--- config.mk ---
export PLATFORM = sky130hd
export DESIGN_NAME = ysyx_210544_mmio_initiator_flat
export DESIGN_NICKNAME = d
export VERILOG_FILES = /design/src/rtl/ysyx_210544_mmio_initiator_pkg.sv /design/src/rtl/ysyx_210544_mmio_initiator_if.sv /design/src/rtl/ysyx_210544_mmio_lane.sv /design/src/rtl/ysyx_210544_mmio_initiator.sv /design/src/flat_wrapper.sv
export SDC_FILE = /design/constraint.sdc
export NUM_CORES = 1
export LEC_CHECK = 0
export BUFFER_PORTS_ARGS = -buffer_cell sky130_fd_sc_hd__buf_2
export CAP_MARGIN = 20
export CORE_UTILIZATION = 50
export CTS_BUF_LIST = sky130_fd_sc_hd__clkbuf_16
export DETAILED_ROUTE_END_ITERATION = 16
export GPL_TIMING_DRIVEN = 0
export MAX_ROUTING_LAYER = met4
export PLACE_DENSITY = 0.74
export SYNTH_ARGS = -nofsm -noshare
export SYNTH_HDL_FRONTEND = slang
export SYNTH_SLANG_ARGS = --single-unit
--- constraint.sdc ---
create_clock -name clk -period 10.5 [get_ports clk]
set_clock_uncertainty 0.1 [all_clocks]
set_input_delay 0.525 -clock clk [delete_from_list [all_inputs] [get_ports clk]]
set_output_delay 0.525 -clock clk [all_outputs]
set_load 0.02 [all_outputs]
--- src/rtl/ysyx_210544_mmio_initiator_pkg.sv ---
// Shared constants for the MMIO initiator: device addresses, funct3 size/sign codes, helpers.
package ysyx_210544_mmio_initiator_pkg;

    localparam int unsigned XLEN = 64;

    localparam logic [XLEN-1:0] DEV_RTC      = 64'h0000_0000_a000_0048;
    localparam logic [XLEN-1:0] DEV_MTIME    = 64'h0000_0000_0200_bff8;
    localparam logic [XLEN-1:0] DEV_MTIMECMP = 64'h0000_0000_0200_4000;

    localparam logic [2:0] F3_B  = 3'b000;
    localparam logic [2:0] F3_H  = 3'b001;
    localparam logic [2:0] F3_W  = 3'b010;
    localparam logic [2:0] F3_D  = 3'b011;
    localparam logic [2:0] F3_BU = 3'b100;
    localparam logic [2:0] F3_HU = 3'b101;
    localparam logic [2:0] F3_WU = 3'b110;

    // Byte-lane mask of an access starting at lane 0.
    function automatic logic [7:0] size_mask(input logic [2:0] f3);
        case (f3[1:0])
            2'b00:   size_mask = 8'h01;
            2'b01:   size_mask = 8'h03;
            2'b10:   size_mask = 8'h0f;
            default: size_mask = 8'hff;
        endcase
    endfunction

    function automatic logic is_dev(input logic [XLEN-1:0] a);
        logic [XLEN-1:0] dw;
        dw     = {a[XLEN-1:3], 3'b000};
        is_dev = (dw == DEV_RTC) || (dw == DEV_MTIME) || (dw == DEV_MTIMECMP);
    endfunction

endpackage

--- src/rtl/ysyx_210544_mmio_initiator_if.sv ---
// Start/req/ack device port between the MEM-stage initiator and an MMIO responder.
interface ysyx_210544_mmio_initiator_if;
    logic        o_start;
    logic        o_ack;
    logic        o_ren;
    logic        o_wen;
    logic [63:0] o_addr;
    logic [63:0] o_wdata;
    logic        i_req;
    logic [63:0] i_rdata;

    modport master (output o_start, o_ack, o_ren, o_wen, o_addr, o_wdata,
                    input  i_req, i_rdata);
    modport slave  (input  o_start, o_ack, o_ren, o_wen, o_addr, o_wdata,
                    output i_req, i_rdata);
endinterface

--- src/rtl/ysyx_210544_mmio_lane.sv ---
// Byte-lane logic: load extract with sign/zero extension, and store merge into a doubleword.
module ysyx_210544_mmio_lane
    import ysyx_210544_mmio_initiator_pkg::*;
(
    input  logic [2:0]  funct3,
    input  logic [2:0]  off,
    input  logic [63:0] dword,
    input  logic [63:0] wdata,
    output logic [63:0] rdata_c,
    output logic [63:0] merged_c
);
    logic [63:0] rot;
    logic [63:0] wrot;
    logic [7:0]  bmask;
    logic [7:0]  smask;

    // Rotations keep misaligned lanes wrapping inside the same doubleword.
    always_comb begin
        smask = size_mask(funct3);
        rot   = 64'({dword, dword} >> {off, 3'b000});
        wrot  = 64'(({wdata, wdata} << {off, 3'b000}) >> 64);
        bmask = 8'(({smask, smask} << off) >> 8);

        case (funct3)
            F3_B:    rdata_c = {{56{rot[7]}}, rot[7:0]};
            F3_H:    rdata_c = {{48{rot[15]}}, rot[15:0]};
            F3_W:    rdata_c = {{32{rot[31]}}, rot[31:0]};
            F3_BU:   rdata_c = {56'h0, rot[7:0]};
            F3_HU:   rdata_c = {48'h0, rot[15:0]};
            F3_WU:   rdata_c = {32'h0, rot[31:0]};
            F3_D:    rdata_c = rot;
            default: rdata_c = rot;
        endcase

        merged_c = dword;
        for (int i = 0; i < 8; i++) begin
            if (bmask[i]) merged_c[i*8 +: 8] = wrot[i*8 +: 8];
        end
    end
endmodule

--- src/rtl/ysyx_210544_mmio_initiator.sv ---
// MEM-stage MMIO initiator: one load/store per transaction, read-modify-write for narrow stores.
module ysyx_210544_mmio_initiator
    import ysyx_210544_mmio_initiator_pkg::*;
#(
    parameter int unsigned TIMEOUT = 64
) (
    input  logic        clk,
    input  logic        rst,
    input  logic        i_valid,
    input  logic        i_ren,
    input  logic        i_wen,
    input  logic [2:0]  i_funct3,
    input  logic [63:0] i_addr,
    input  logic [63:0] i_wdata,
    output logic        o_hit,
    output logic        o_busy,
    output logic        o_done,
    output logic        o_err,
    output logic [63:0] o_rdata,
    ysyx_210544_mmio_initiator_if.master bus
);
    localparam int unsigned CNT_W = $clog2(TIMEOUT);

    typedef enum logic [1:0] {S_IDLE, S_START, S_WAIT, S_ACK} state_e;

    state_e             state_q, state_d;
    logic               phase_q, phase_d;
    logic               load_q, load_d;
    logic [2:0]         f3_q, f3_d;
    logic [63:0]        addr_q, addr_d;
    logic [63:0]        wdata_q, wdata_d;
    logic [63:0]        data_q, data_d;
    logic [CNT_W-1:0]   cnt_q, cnt_d, cnt_inc;
    logic               rmw;

    logic               busy_q, busy_d, done_q, done_d, err_q, err_d;
    logic               start_q, start_d, ack_q, ack_d, ren_q, ren_d, wen_q, wen_d;
    logic [63:0]        rdata_q, rdata_d, oaddr_q, oaddr_d, owdata_q, owdata_d;
    logic [63:0]        lane_rdata, lane_merged;
    logic               active;

    assign o_hit = is_dev(i_addr);

    ysyx_210544_mmio_lane u_lane (
        .funct3   (f3_d),
        .off      (addr_d[2:0]),
        .dword    (data_d),
        .wdata    (wdata_d),
        .rdata_c  (lane_rdata),
        .merged_c (lane_merged)
    );

    // Next-state: phase bit selects read (0) or write (1) half of a transaction.
    always_comb begin
        state_d = state_q;
        phase_d = phase_q;
        load_d  = load_q;
        f3_d    = f3_q;
        addr_d  = addr_q;
        wdata_d = wdata_q;
        data_d  = data_q;
        cnt_d   = cnt_q;
        done_d  = 1'b0;
        err_d   = 1'b0;
        cnt_inc = cnt_q + CNT_W'(1);
        rmw     = !load_q && (f3_q[1:0] != 2'b11);

        case (state_q)
            S_IDLE: begin
                if (i_valid && (i_ren || i_wen) && o_hit && !done_q) begin
                    state_d = S_START;
                    load_d  = i_ren;
                    f3_d    = i_funct3;
                    addr_d  = i_addr;
                    wdata_d = i_wdata;
                    data_d  = 64'h0;
                    cnt_d   = '0;
                    phase_d = !i_ren && (i_funct3[1:0] == 2'b11);
                end
            end
            S_START: state_d = S_WAIT;
            S_WAIT: begin
                cnt_d = cnt_inc;
                if (bus.i_req) begin
                    state_d = S_ACK;
                    if (!phase_q) data_d = bus.i_rdata;
                    done_d = !(rmw && !phase_q);
                end else if (cnt_inc == CNT_W'(TIMEOUT - 1)) begin
                    state_d = S_IDLE;
                    phase_d = 1'b0;
                    cnt_d   = '0;
                    done_d  = 1'b1;
                    err_d   = 1'b1;
                end
            end
            S_ACK: begin
                cnt_d = '0;
                if (rmw && !phase_q) begin
                    phase_d = 1'b1;
                    state_d = S_START;
                end else begin
                    phase_d = 1'b0;
                    state_d = S_IDLE;
                end
            end
            default: state_d = S_IDLE;
        endcase
    end

    // Output values for the next cycle, derived from the next state.
    always_comb begin
        active   = (state_d != S_IDLE);
        busy_d   = active;
        start_d  = (state_d == S_START);
        ack_d    = (state_d == S_ACK);
        ren_d    = active && !phase_d;
        wen_d    = active && phase_d;
        oaddr_d  = active ? {addr_d[63:3], 3'b000} : 64'h0;
        owdata_d = wen_d ? lane_merged : 64'h0;
        rdata_d  = (done_d && !err_d && load_d) ? lane_rdata : 64'h0;
    end

    always_ff @(posedge clk) begin
        if (rst) begin
            state_q  <= S_IDLE;
            phase_q  <= 1'b0;
            load_q   <= 1'b0;
            f3_q     <= 3'b000;
            addr_q   <= 64'h0;
            wdata_q  <= 64'h0;
            data_q   <= 64'h0;
            cnt_q    <= '0;
            busy_q   <= 1'b0;
            done_q   <= 1'b0;
            err_q    <= 1'b0;
            start_q  <= 1'b0;
            ack_q    <= 1'b0;
            ren_q    <= 1'b0;
            wen_q    <= 1'b0;
            rdata_q  <= 64'h0;
            oaddr_q  <= 64'h0;
            owdata_q <= 64'h0;
        end else begin
            state_q  <= state_d;
            phase_q  <= phase_d;
            load_q   <= load_d;
            f3_q     <= f3_d;
            addr_q   <= addr_d;
            wdata_q  <= wdata_d;
            data_q   <= data_d;
            cnt_q    <= cnt_d;
            busy_q   <= busy_d;
            done_q   <= done_d;
            err_q    <= err_d;
            start_q  <= start_d;
            ack_q    <= ack_d;
            ren_q    <= ren_d;
            wen_q    <= wen_d;
            rdata_q  <= rdata_d;
            oaddr_q  <= oaddr_d;
            owdata_q <= owdata_d;
        end
    end

    assign o_busy      = busy_q;
    assign o_done      = done_q;
    assign o_err       = err_q;
    assign o_rdata     = rdata_q;
    assign bus.o_start = start_q;
    assign bus.o_ack   = ack_q;
    assign bus.o_ren   = ren_q;
    assign bus.o_wen   = wen_q;
    assign bus.o_addr  = oaddr_q;
    assign bus.o_wdata = owdata_q;
endmodule

--- src/flat_wrapper.sv ---
// flat-port wrapper written by rule: the top's interface ports become plain ports
module ysyx_210544_mmio_initiator_flat import ysyx_210544_mmio_initiator_pkg::*;
#(
    parameter int unsigned TIMEOUT = 64
)
  (clk, rst, i_valid, i_ren, i_wen, i_funct3, i_addr, i_wdata, o_hit, o_busy, o_done, o_err, o_rdata, bus_o_start, bus_o_ack, bus_o_ren, bus_o_wen, bus_o_addr, bus_o_wdata, bus_i_req, bus_i_rdata);
  ysyx_210544_mmio_initiator_if bus_i ();
  input  logic clk;
  input  logic rst;
  input  logic i_valid;
  input  logic i_ren;
  input  logic i_wen;
  input  logic [2:0] i_funct3;
  input  logic [63:0] i_addr;
  input  logic [63:0] i_wdata;
  output logic o_hit;
  output logic o_busy;
  output logic o_done;
  output logic o_err;
  output logic [63:0] o_rdata;
  output wire logic [$bits(bus_i.o_start)-1:0] bus_o_start;
  output wire logic [$bits(bus_i.o_ack)-1:0] bus_o_ack;
  output wire logic [$bits(bus_i.o_ren)-1:0] bus_o_ren;
  output wire logic [$bits(bus_i.o_wen)-1:0] bus_o_wen;
  output wire logic [$bits(bus_i.o_addr)-1:0] bus_o_addr;
  output wire logic [$bits(bus_i.o_wdata)-1:0] bus_o_wdata;
  input wire logic [$bits(bus_i.i_req)-1:0] bus_i_req;
  input wire logic [$bits(bus_i.i_rdata)-1:0] bus_i_rdata;
  assign bus_o_start = bus_i.o_start;
  assign bus_o_ack = bus_i.o_ack;
  assign bus_o_ren = bus_i.o_ren;
  assign bus_o_wen = bus_i.o_wen;
  assign bus_o_addr = bus_i.o_addr;
  assign bus_o_wdata = bus_i.o_wdata;
  assign bus_i.i_req = bus_i_req;
  assign bus_i.i_rdata = bus_i_rdata;
  ysyx_210544_mmio_initiator #(.TIMEOUT(TIMEOUT)) u_core (.clk(clk), .rst(rst), .i_valid(i_valid), .i_ren(i_ren), .i_wen(i_wen), .i_funct3(i_funct3), .i_addr(i_addr), .i_wdata(i_wdata), .o_hit(o_hit), .o_busy(o_busy), .o_done(o_done), .o_err(o_err), .o_rdata(o_rdata), .bus(bus_i));
endmodule
==> reports/metrics.cfg, run 1 <==
[cts]
ctsHoldBuffers=0
cts_buffer_depth=3
tritoncts=yes
htree_levels=2
root_buffer=clkbuf_16
cts_buffers=41
ctsResizeCount=0
clock_latency_ns=0.60
cts_sinks=401
postCtsSetupBuffers=0
clk_pin_slew_ns=0.06

[setup_path]
path_class=in -> reg
r2r_setup_slack_ns=5.55
crit_fanout=10
cp.required_ns=10.84
cp.arrival_ns=5.37
start_kind=input pin
crit_path_end_kind=register

[synth]
synth_area_sq_um=19400
yosys.cell_types.count=70
syn_avg_cell_area_sq_um=8.61
async_flop_share=0
yosys_warnings=0
synth_edf_count=0
synth_seq_cells=401
synth_top_flop_cell=dfxtp_1
synthCells=2253
seq_area_frac_synth=0.414

[drt]
wl_per_cell_microns=24.6
met1Wirelength_mm=31.9
vias=19396
dr.pass1.iters=6
drc_errors=0
top_layer=met4
wl_met3_mm=7.49
drtAntennaViolNets=0
drt_iter0_drc=1938
via_per_inst=5.99
dr_wl_met2_mm=35.8
finalWirelength_mm=79.8

[final_layout]
area_growth_syn_to_layout_pct=21.2
drive_gt1_frac=0.240
fin_nets=2897
nFillCells=3351

[floorplan]
start_util=0.512
core_area_sq_um=37900
rows=71
die_h_microns=199
num_io_pins=401
die_w_microns=199
die_area_sq_um=39600

[timing]
hold_violations=0
finalSetupViolations=0
tightestPinTransition_ns=1.16
timing.slew.headroom=0.224
hold_slack_ns=0.0961
min_period_ns=5.03
fin_tns_setup_ns=0
report.final.slew_viol_count=0
max_clock_freq_mhz=199
fin_crit_sh=0.479
rsz0062_at_grt=false

[global_routing]
grt_max_degree=16
grt_pass1_wl_mm=116
grt_usage=0.408
grt_antenna_before_repair=2
grt_remaining_overflow=0
grt_pass1_vias=18270

[job]
cap_viol_max_count=0

[power]
p_leak_nw=9.94
power_density_nw_per_um2=137
ir_worst_vdd_v=0.000162

[placed_design]
place_congestion=1.06
portBuffers=396
dp_hpwl_mm=62.5

[min_path]
hold_class=in -> reg

[run_status]
status=finished, final reports clean

path summary, 6_finish.rpt:
check	to	start	depth (start not counted)
worst max-delay path	u_core.data_q[27]$_SDFF_PP0_	i_addr[35]	12
worst min-delay path	u_core.wdata_q[26]$_SDFF_PP0_	i_wdata[26]	3
worst max register to register	u_core.data_q[27]$_SDFF_PP0_	u_core.state_q[1]$_SDFF_PP0_	10
worst min register to register	u_core.bus.o_addr[55]$_SDFF_PP0_	u_core.addr_q[55]$_SDFF_PP0_	1
cell usage after synthesis, types with 6 or more instances:
library cell / instances / share of area
mux2i_1: 269 / 0.14
a21oi_1: 203 / 0.052
clkbuf_1: 119 / 0.023
nand2b_1: 14 / 0.0045
nor4_1: 9 / 0.0029
dfxtp_1: 401 / 0.41
o2111ai_1: 9 / 0.0041
a22oi_1: 31 / 0.012
o41ai_1: 7 / 0.0032
o211ai_1: 7 / 0.0027
nand3_1: 14 / 0.0036
a21oi_2: 31 / 0.014
and3_1: 13 / 0.0042
nor2b_1: 18 / 0.0058
nor3_1: 77 / 0.020
buf_1: 27 / 0.0052
nand2_1: 297 / 0.057
and2_1: 99 / 0.032
o21a_1: 8 / 0.0031
inv_1: 6 / 0.0012
o311ai_0: 7 / 0.0032
nor2_1: 230 / 0.044
or3_1: 8 / 0.0026
a211oi_1: 43 / 0.017
o21ai_0: 109 / 0.028
buf_2: 25 / 0.0064
mux2_2: 96 / 0.056
layout by cell type, fill, tap and decap left out, drive strengths merged, types with 13 or more instances in the layout:
| master | synthesis | layout |
|---|---|---|
| o21ai | 111 | 111 |
| dfxtp | 401 | 401 |
| nand2b | 14 | 14 |
| nand3 | 14 | 14 |
| clkinv | 0 | 18 |
| and2 | 99 | 99 |
| clkbuf | 119 | 160 |
| and3 | 13 | 13 |
| nor2 | 232 | 232 |
| a22oi | 31 | 31 |
| mux2 | 97 | 97 |
| a211oi | 43 | 43 |
| nand2 | 297 | 297 |
| a21oi | 234 | 234 |
| mux2i | 270 | 270 |
| nor2b | 18 | 18 |
| buf | 62 | 458 |
| nor3 | 79 | 79 |
area by class of cell:
| class | count | area, sq um | area share |
|---|---|---|---|
| Tap cell | 511 | 639 | 0.0272 |
| Buffer | 181 | 767 | 0.0326 |
| Multi-Input combinational cell | 1667 | 10600 | 0.451 |
| Timing Repair Buffer | 396 | 1980 | 0.0843 |
| Inverter | 6 | 22.5 | 0.000958 |
| Clock inverter | 34 | 448 | 0.0190 |
| Sequential cell | 401 | 8030 | 0.341 |
| Clock buffer | 41 | 1030 | 0.0436 |
| Antenna cell | 2 | 5.00 | 0.000213 |
state kept, by name (all words and copies together), names as in the netlist, 2 cells and up:
signal and flops:
u_core.o_rdata 64, u_core.bus.o_wdata 64, u_core.data_q 64, u_core.cnt_q 6, u_core.wdata_q 64, u_core.f3_q 3, u_core.state_q 2, u_core.addr_q 64
u_core.bus.o_addr 61
worst max-delay path, stage by stage:
cell and delay (ns):
buf_2 0.09, nor4_1 0.35, nand4_1 0.30, nor4_4 0.59, o211a_1 0.22, buf_2 0.18, clkbuf_1 0.72, clkbuf_1 0.62
clkbuf_1 0.66, clkbuf_1 0.50, buf_1 0.47, nor3_1 0.11
where the power goes:
| group | internal, mW | leakage (nW) | switching [mW] |
|---|---|---|---|
| Clock | 0.928 | 0.728 | 0.675 |
| Combinational | 0.0484 | 5.99 | 0.0610 |
| Sequential | 1.52 | 3.23 | 0.0000000000000000412 |
| Total | 2.50 | 9.94 | 0.736 |
per-stage QoR:
stage / worst slack, ns / power, mW / instance area, sq um / util / cells
finish: 5.47 / 3.23 / 23500 / 0.620 / 3239
global route: 5.29 / 3.30 / 23500 / 0.620 / 3239
CTS: 5.52 / 3.23 / 23500 / 0.620 / 3237
detailed placement: 4.94 / 1.66 / 22000 / 0.581 / 3162
global placement: 5.04 / 1.66 / 22000 / 0.581 / 3162
floorplan: 6.70 / 1.59 / 19400 / - / 2255
layer usage:
layer | GRT usage | vias up
met5 | - | -
met4 | 0.200 | 0
met3 | 0.0704 | 240
met2 | 0.633 | 1192
met1 | 0.511 | 9205
li1 | - | 8759
cell families (layout without fill, tap and decap cells):
logic type	count (synthesis)	after routing	share of synthesized area
AOI/OAI and AO/OA	485	485	0.156
DFF	401	401	0.414
xor gates and xnor gates	2	2	0.000903
buffers and inverters	187	658	0.0407
muxes	367	367	0.196
and+or+nand+nor	808	808	0.191
adders and majority gates	2	2	0.00129
other	1	5	0.000193
Note: power is estimated with default switching activity, not from simulation.
==> run 2: changes to the inputs <==
--- a/config.mk
+++ b/config.mk
@@ -5,6 +5,7 @@
 export SDC_FILE = /design/constraint.sdc
 export NUM_CORES = 1
 export LEC_CHECK = 0
+export ABC_AREA = 1
 export BUFFER_PORTS_ARGS = -buffer_cell sky130_fd_sc_hd__buf_2
 export CAP_MARGIN = 20
 export CORE_UTILIZATION = 50
==> constraint.sdc (replaced) <==
create_clock -name clk -period 4.9 [get_ports clk]
set_clock_uncertainty 0.1 [all_clocks]
set_input_delay 0.245 -clock clk [delete_from_list [all_inputs] [get_ports clk]]
set_output_delay 0.245 -clock clk [all_outputs]
set_load 0.02 [all_outputs]
==> run 2 against run 1 <==
  * Worst hold slack got worse by 0.084 ns
  * Via count increased by 24%
  * Power grew 110%
  * Non-clock buffer count is 91 higher
  * Sequential cell count unchanged
  * Clock-buffer cell count unchanged
  * Sequential power rose by 110%
  * Critical path depth up 8
  * Sequential share of layout area shrank 1.1 points
  * Combinational power grew 130%
  * Largest cell class unchanged
  * Largest power group is now sequential cells
==> reports/metrics.cfg, run 2 <==
[run_status]
status=finished, final reports clean

[power]
power_density_nw_per_um2=273
p_leak_nw=12.1
ir_worst_vdd_v=0.000256

[job]
cap_viol_max_count=0

[floorplan]
rows=72
start_util=0.507
core_area_sq_um=38700
die_w_microns=200
die_area_sq_um=40100
num_io_pins=401
die_h_microns=200

[timing]
rsz0062_at_grt=false
hold_violations=0
worst_slack_ns=0.934
fin_crit_sh=0.809
tightestPinTransition_ns=1.32
report.final.slew_viol_count=0
finalSetupViolations=0
min_period_ns=3.97
max_clock_freq_mhz=252
hold_slack_ns=0.0120
timing.slew.headroom=0.122
fin_tns_setup_ns=0

[cts]
htree_levels=2
cts_buffer_depth=3
postCtsSetupBuffers=0
cts_buffers=41
root_buffer=clkbuf_16
tritoncts=yes
cts_sinks=401
ctsHoldBuffers=70
ctsResizeCount=0
clock_latency_ns=0.59
clk_pin_slew_ns=0.06

[synth]
yosys.cell_types.count=48
synthCells=2978
yosysTopAreaCell=dfxtp_1
seq_area_frac_synth=0.409
async_flop_share=0
netlist.area_leader.share=0.409
synth_edf_count=0
syn_avg_cell_area_sq_um=6.60
synth_top_flop_cell=dfxtp_1
synth_area_sq_um=19600
synth_seq_cells=401
yosys_warnings=0
yosys.cell_count.top_type=nand2_1
yosys-top-cells-count=nand2_1 (794), nor2_1 (506), dfxtp_1 (401), nand3_1 (384), inv_1 (163)
synth.area.top_cells=dfxtp_1 (41%), nand2_1 (15%), nand3_1 (9.8%)

[drt]
wl_per_cell_microns=24.3
vias=23997
drt_iter0_drc=3233
drtAntennaViolNets=0
finalWirelength_mm=98.1
via_per_inst=5.94
dr.pass1.iters=9
drc_errors=0

[final_layout]
final_cell_count_no_fill=4038
layout_commonest_cell=nand2_1
n_antenna_cell=0
utilization=0.628
drive_gt1_frac=0.184
mostFrequentLayoutCells=nand2_1 (794), nor2_1 (506), buf_2 (471)
fin_nets=3694
area_growth_syn_to_layout_pct=23.8

[setup_path]
rr_worst_depth=13
crit_fanout=10
cp.arrival_ns=4.35
crit_path_end_kind=register
critical-path-slowest-cell=o21ai_0
max_stage_delay_ns=0.90
cpMostUsedCell=nand2_1
path_class=in -> reg
cp.required_ns=5.28
start_kind=input pin
crit_path_cell_trace=dlygate4sd3_1 > buf_2 > nor2_1 > nand2_1 > nor2_2 > nand2_1 > nand2_1 > nand2_1 > nand2_2 > nand4_4 > buf_2 > buf_1 > nand2_1 > nand2_1 > o21ai_0 > nand2_1 > nand3_1 > nand3_1 > nand3_1 > inv_1

[placed_design]
place_congestion=1.07
dp_hpwl_mm=72.9
portBuffers=396
dpl_worst_slack_ns=0.946
dp.cells=3895

[global_routing]
grt_pass1_vias=22778
grt_remaining_overflow=0
grt_antenna_before_repair=0
grt_max_degree=16
grt_usage=0.490
grt_pass1_wl_mm=142

[min_path]
hold_depth=4
hold_class=in -> reg

run 2: worst paths after layout:
kind                                      from                           endpoint  slack, ns
hold reg to reg   u_core.addr_q[37]$_SDFF_PP0_       u_core.addr_q[37]$_SDFF_PP0_       0.35
setup / recovery                    i_addr[15]  u_core.bus.o_wdata[60]$_SDFF_PP0_       0.93
setup reg to reg  u_core.state_q[1]$_SDFF_PP0_   u_core.bus.o_wdata[2]$_SDFF_PP0_       1.04
hold / removal                     i_funct3[1]        u_core.bus.o_ren$_SDFF_PP0_       0.01
run 2: cell type report:
class                      count  area (sq um)
buffer                       200          1030
clock buffer                  41          1030
clock inverter                31           303
fill                        3320         14400
inverter                     176           661
multi-input combinational   2203          9930
sequential                   401          8030
tap                          518           648
timing repair buffer         468          2700
run 2: through the flow:
stage / instance area [sq um] / total power [mW]
3_5_place_dp: 22300 / 3.52
4_1_cts: 24300 / 6.61
3_3_place_gp: 22300 / 3.52
2_1_floorplan: 19700 / 3.40
5_1_grt: 24300 / 6.79
6_report: 24300 / 6.64
run 2: critical path, delay by kind of cell:
| family | cells | cell delay (ns) |
|---|---|---|
| AO/OA/AOI/OAI | 1 | 0.90 |
| buffers and inverters | 5 | 1.39 |
| AND/OR/NAND/NOR | 14 | 1.80 |
run 2: layer usage:
metal	part of all wire	track usage	vias to the layer above
li1	-	-	10602
met1	0.37	0.596	11062
met2	0.43	0.735	1959
met3	0.13	0.126	374
met4	0.063	0.277	0
met5	0	-	-
run 2: cell families (layout without fill, tap and decap cells):
logic type | after synthesis | after routing | synth area share
AO/OA/AOI/OAI | 354 | 354 | 0.106
XOR/XNOR | 4 | 4 | 0.00178
adder cells (fa/ha/maj) | 2 | 2 | 0.00127
buffers and inverters | 376 | 916 | 0.0862
flip-flops | 401 | 401 | 0.409
multiplexers | 3 | 3 | 0.00280
other | 1 | 3 | 0.000191
AND/OR/NAND/NOR | 1837 | 1837 | 0.394
run 2: report_power, final:
part	internal (mW)	switching, mW	total (mW)
clock	1.75	1.38	3.13
combinational	0.114	0.136	0.250
sequential	3.26	0.00000000411	3.26
